===== config.mk =====
export PLATFORM = sky130hd
export DESIGN_NAME = program_loader
export DESIGN_NICKNAME = d
export VERILOG_FILES = /design/src/rtl/loader_pkg.sv /design/src/rtl/program_rom.sv /design/src/rtl/program_loader.sv
export SDC_FILE = /design/constraint.sdc
export NUM_CORES = 1
export LEC_CHECK = 0
export BUFFER_PORTS_ARGS = -buffer_cell sky130_fd_sc_hd__buf_2
export CORE_AREA = 2 2 61 63
export CTS_CLUSTER_SIZE = 24
export DETAILED_ROUTE_END_ITERATION = 10
export DIE_AREA = 0 0 63 65
export PLACE_DENSITY = 0.74
export SLEW_MARGIN = 20
export SYNTH_ARGS = -nofsm -noshare
export SYNTH_HDL_FRONTEND = slang
export SYNTH_HIERARCHICAL = 1
export SYNTH_SLANG_ARGS = --single-unit

===== constraint.sdc =====
create_clock -name Clock -period 3 [get_ports Clock]
set_clock_uncertainty 0.15 [all_clocks]
set_input_delay 0.6 -clock Clock [delete_from_list [all_inputs] [get_ports Clock]]
set_output_delay 0.6 -clock Clock [all_outputs]
set_load 0.005 [all_outputs]

===== src/rtl/loader_pkg.sv =====
// Shared types and the default program image for the program loader.
// The image is replayed byte by byte into the processor's entry port.
package loader_pkg;

  typedef enum logic [1:0] {
    IDLE,
    GAP,
    STROBE,
    DONE
  } state_t;

  localparam int IMG_LEN = 16;

  localparam logic [7:0] IMAGE [IMG_LEN] = '{
    8'h11, 8'h22, 8'h33, 8'h44,
    8'h55, 8'h66, 8'h77, 8'h88,
    8'h99, 8'hAA, 8'hBB, 8'hCC,
    8'hDD, 8'hEE, 8'hF0, 8'h0F
  };

  // Entries past the image read as zero.
  function automatic logic [7:0] img_byte(input int unsigned a);
    return (a < IMG_LEN) ? IMAGE[a[3:0]] : 8'h00;
  endfunction

endpackage


===== src/rtl/program_rom.sv =====
// Combinational DEPTH x 8 program ROM.
// Contents come from the loader package image.
module program_rom
  import loader_pkg::*;
#(
  parameter int DEPTH  = 32,
  parameter int ADDR_W = 5
) (
  input  logic [ADDR_W-1:0] i_addr,
  output logic [7:0]        o_data
);

  logic [31:0] w_a;

  assign w_a    = 32'(i_addr);
  assign o_data = (w_a < DEPTH) ? img_byte(w_a) : 8'h00;

endmodule


===== src/rtl/program_loader.sv =====
// Replays the ROM image into the processor's Input/Enter/Initialize
// port; passes switch values through (registered) when not loading.
module program_loader
  import loader_pkg::*;
#(
  parameter int LENGTH      = 16,
  parameter int DEPTH       = 32,
  parameter int ADDR_W      = 5,
  parameter int GAP_CYCLES  = 4,
  parameter int HOLD_CYCLES = 4
) (
  input  logic              Clock,
  input  logic              Reset,
  input  logic              Start,
  input  logic [7:0]        SwInput,
  input  logic              SwEnter,
  input  logic              SwInitialize,
  output logic [7:0]        ProcInput,
  output logic              ProcEnter,
  output logic              ProcInitialize,
  output logic              Busy,
  output logic              Done,
  output logic [ADDR_W-1:0] ByteIndex
);

  localparam int MAXC = (GAP_CYCLES > HOLD_CYCLES) ?
                        GAP_CYCLES : HOLD_CYCLES;
  localparam int TW = $clog2(MAXC + 1);
  localparam logic [TW-1:0] GAP_END  = TW'(GAP_CYCLES - 1);
  localparam logic [TW-1:0] HOLD_END = TW'(HOLD_CYCLES - 1);
  localparam logic [ADDR_W-1:0] LAST = ADDR_W'(LENGTH - 1);

  state_t            r_state;
  logic [TW-1:0]     r_timer;
  logic [ADDR_W-1:0] r_idx;
  logic              r_last;
  logic              r_start_low;
  logic [7:0]        r_in;
  logic              r_en;
  logic              r_init;
  logic              r_busy;
  logic              r_done;

  logic [ADDR_W-1:0] w_addr;
  logic [7:0]        w_rom;
  logic              w_edge;

  // Reset leaves r_start_low clear, so a Start held through reset
  // is not taken as an edge.
  assign w_edge = Start & r_start_low;

  always_comb begin
    w_addr = r_idx;
    unique case (r_state)
      IDLE:    w_addr = '0;
      STROBE:  w_addr = r_idx + ADDR_W'(1);
      default: w_addr = r_idx;
    endcase
  end

  program_rom #(
    .DEPTH (DEPTH),
    .ADDR_W(ADDR_W)
  ) u_rom (
    .i_addr(w_addr),
    .o_data(w_rom)
  );

  always_ff @(posedge Clock or negedge Reset) begin
    if (!Reset) begin
      r_state     <= IDLE;
      r_timer     <= '0;
      r_idx       <= '0;
      r_last      <= 1'b0;
      r_start_low <= 1'b0;
      r_in        <= '0;
      r_en        <= 1'b0;
      r_init      <= 1'b0;
      r_busy      <= 1'b0;
      r_done      <= 1'b0;
    end else begin
      r_start_low <= ~Start;
      unique case (r_state)
        IDLE: begin
          r_in   <= SwInput;
          r_en   <= SwEnter;
          r_init <= SwInitialize;
          r_busy <= 1'b0;
          r_done <= 1'b0;
          if (w_edge) begin
            r_state <= GAP;
            r_idx   <= '0;
            r_timer <= '0;
            r_last  <= 1'b0;
            r_in    <= w_rom;
            r_en    <= 1'b0;
            r_init  <= 1'b1;
            r_busy  <= 1'b1;
          end
        end
        GAP: begin
          if (r_timer == GAP_END) begin
            r_timer <= '0;
            if (r_last) begin
              r_state <= DONE;
              r_busy  <= 1'b0;
              r_done  <= 1'b1;
              r_in    <= SwInput;
              r_en    <= SwEnter;
              r_init  <= SwInitialize;
            end else begin
              r_state <= STROBE;
              r_en    <= 1'b1;
            end
          end else begin
            r_timer <= r_timer + TW'(1);
          end
        end
        STROBE: begin
          if (r_timer == HOLD_END) begin
            r_timer <= '0;
            r_en    <= 1'b0;
            r_state <= GAP;
            if (r_idx == LAST) begin
              r_last <= 1'b1;
            end else begin
              r_idx <= r_idx + ADDR_W'(1);
              r_in  <= w_rom;
            end
          end else begin
            r_timer <= r_timer + TW'(1);
          end
        end
        DONE: begin
          r_in   <= SwInput;
          r_en   <= SwEnter;
          r_init <= SwInitialize;
          r_busy <= 1'b0;
          r_done <= 1'b1;
          if (r_start_low) begin
            r_state <= IDLE;
            r_done  <= 1'b0;
          end
        end
        default: r_state <= IDLE;
      endcase
    end
  end

  assign ProcInput      = r_in;
  assign ProcEnter      = r_en;
  assign ProcInitialize = r_init;
  assign Busy           = r_busy;
  assign Done           = r_done;
  assign ByteIndex      = r_idx;

endmodule


==> results.toml <==
[status]
status = "complete, no violations"

[finish]
diodes = 0
multiInputGateArea_mm2 = 0.00101
drive_gt1_share_pct = 24.9
layout.area.seq_um2 = 601
final_cell_mix = "35 x nand2_1, 29 x buf_2, 24 x dfrtp_1, 17 x nor2_1, 14 x a21oi_1"
fillers = 360
instances_no_fill = 269
fin_nets = 245
utilization_pct = 54.7
area_growth_pct = 13.8
final_common_cell = "nand2_1"

[power]
swShare_pct = 22.9
power_density_mw_per_mm2 = 280
clkPwrFrac_pct = 32.9
p_switching_uw = 123
peakVddDrop_uv = 203
p_int_uw = 413
comb_power_share_pct = 6.4
leakage_nw = 0.874
seq_power_share_pct = 60.7

[cts]
h-tree-depth = 1
clk_latency_ns = 0.33
cts_resized = 0
clock_path_buffers = 2
numCtsBuffers = 3
hold_buffers = 0
post_cts_buffers = 0
clk_pin_slew_ns = 0.13
cts_root_buf = "clkbuf_4"
cts_tree = "done"
clock_sinks = 24

[synth]
ys_types = 38
ys_ff_latch = 24
ys_warn_count = 6
synthSimpleGateAreaFrac_pct = 19.4
yosysSeqAreaShare_pct = 35.7
synth.avg_cell_area_um2 = 8.62
postSynth.asyncResetShare_pct = 100
synth-main-ff-cell = "dfrtp_1"
synth_top_family_by_area = "compound AO/OA/AOI/OAI gates"
synth_xor_area_share_pct = 1.04
postSynthCellCount = 195
synth_compound_area_share_pct = 22.8
synth-edff-count = 0
synthAdderAreaFrac_pct = 7.45
syn_nets = 218
synth.mux.area_fraction_pct = 8.56
syn-cell-area_mm2 = 0.00168

[drt]
firstDrtPassIters = 4
drc = 0
first_iter_violations = 84
wire_per_inst_um = 13.6
postRouteWirelength_um = 3670
routed_via_density = 5.65
vias = 1519
ant_nets = 0

[sta]
maxSlewHeadroom_pct = 58.1
rsz0062_at_grt = "no"
fin_crit_ns = 2.76
setup_viol = 0
tightest_slew_ns = 0.627
final-hold-violation-count = 0
finalMaxSlewViolations = 0
fmax_mhz = 363
tns_ns = 0
finalCritPeriodShare_pct = 91.9

[setup_path]
cp.arrival_ns = 2.84
reg2reg_to = "ProcInput[2]$_DFFE_PN0P_"
cp-start-kind = "flop"
critPathKind = "flop to flop"
ff2ff_setup_slack_ns = 0.24
endpoint_kind = "flop"
crit_start = "ByteIndex[0]$_DFFE_PN0P_"
cp_max_fo = 8
worstPathRequired_ns = 3.08
timing.rr.start = "ByteIndex[0]$_DFFE_PN0P_"
r2r_cells = 10

[die]
die_h_um = 65
io_pins = 30
rows = 22
fp.dieArea_mm2 = 0.00410
start_util_pct = 48.1
die_w_um = 63
core_area_mm2 = 0.00350

[placement]
hpwlAfterDp_um = 2620
place_congestion = 0.821
dp_cells = 265
port_buffers = 29

[global_route]
grt_pass1_vias = 1392
grt_start_max_net_pins = 25
antenna_found_initial = 0
grt_first_pass_wirelength_um = 6270
grt-ovfl-total = 0
grt_usage_pct = 19.3

[min_path]
hp-class = "input port to asynchronous set/reset pin"

[run]
cap_viol_max_count = 0
## cell usage after synthesis (2+ instances only)
library cell   n  area [µm²]
nand2_1       35         131
buf_2          4        20.0
clkbuf_1       6        22.5
a21oi_1       15        75.1
dfrtp_1       24         601
nor3_1         2        10.0
a31oi_1        9        56.3
mux2_2        11         124
nand3b_1       3        22.5
a211oi_1       2        15.0
ha_1          10         125
mux2i_1        2        20.0
o311ai_0       2        17.5
inv_1          8        30.0
o21ai_0       11        55.1
a32o_1         2        20.0
nand3_1        4        20.0
nand2b_1       2        12.5
nor2_1        17        63.8
a221oi_1       8        70.1
## through the flow
stage | instance area [µm²] | worst slack, ns | hold WS [ns] | total power [mW]
3_5_place_dp | 1870 | 0.204 | 0.340 | 0.366
5_1_grt | 1910 | 0.0354 | 0.128 | 0.558
2_1_floorplan | 1690 | 0.00843 | 0.154 | 0.347
3_3_place_gp | 1870 | 0.286 | 0.334 | 0.365
4_1_cts | 1900 | 0.179 | 0.0951 | 0.545
6_report | 1910 | 0.242 | 0.0822 | 0.535
## logic make-up (layout without fill, tap and decap cells)
group,count (synthesis),count (layout)
xor gates and xnor gates,2,2
and+or+nand+nor,71,71
AOI/OAI and AO/OA,56,56
adders and majority gates,10,10
DFF,24,24
muxes,13,13
buffers and inverters,19,45
## flip-flops by register name (all words and copies together) (netlist names)
signal and flops:
ProcInput 8, ByteIndex 5, r_timer 3, r_state 2, Busy 1, Done 1, ProcEnter 1, ProcInitialize 1
r_last 1, r_start_low 1
## how the worst max path moves through the flow
stage | end | cells past startpoint
floorplan | ProcInput[2]$_DFFE_PN0P_ | 14
global placement | ProcInput[0]$_DFFE_PN0P_ | 6
detailed placement | ProcInput[2]$_DFFE_PN0P_ | 12
CTS | ProcInput[2]$_DFFE_PN0P_ | 12
global route | ProcInput[2]$_DFFE_PN0P_ | 12
finish | ProcInput[2]$_DFFE_PN0P_ | 10
## per-layer routing
metal  global-route usage (%)  wire length, µm
met1                     24.3             1680
met2                     33.4             1760
met3                     2.95              175
met4                     7.22               61
met5                        0                0
## worst max-delay path: stages (launching register included)
cell	delay [ns]
dfrtp_1	0.50
ha_1	0.29
and3_1	0.16
ha_1	0.30
o21ai_0	0.15
buf_4	0.18
nor2_1	0.06
mux2_2	0.27
a221oi_1	0.25
a31oi_1	0.07
mux2_2	0.27
## power groups by stage
stage	registers, mW	clock network [mW]	logic, mW
2_1_floorplan	0.331	0	0.0161
3_3_place_gp	0.331	0	0.0342
3_5_place_dp	0.331	0	0.0347
4_1_cts	0.325	0.185	0.0347
5_1_grt	0.325	0.194	0.0398
6_report	0.325	0.176	0.0342
## layout make-up
type / instances / area share [%]
multi-input combinational: 152 / 52.6
tap: 48 / 3.14
clock buffer: 4 / 1.90
inverter: 8 / 1.57
timing repair buffer: 33 / 9.35
sequential: 24 / 31.4
Note: power is estimated with default switching activity, not from simulation.
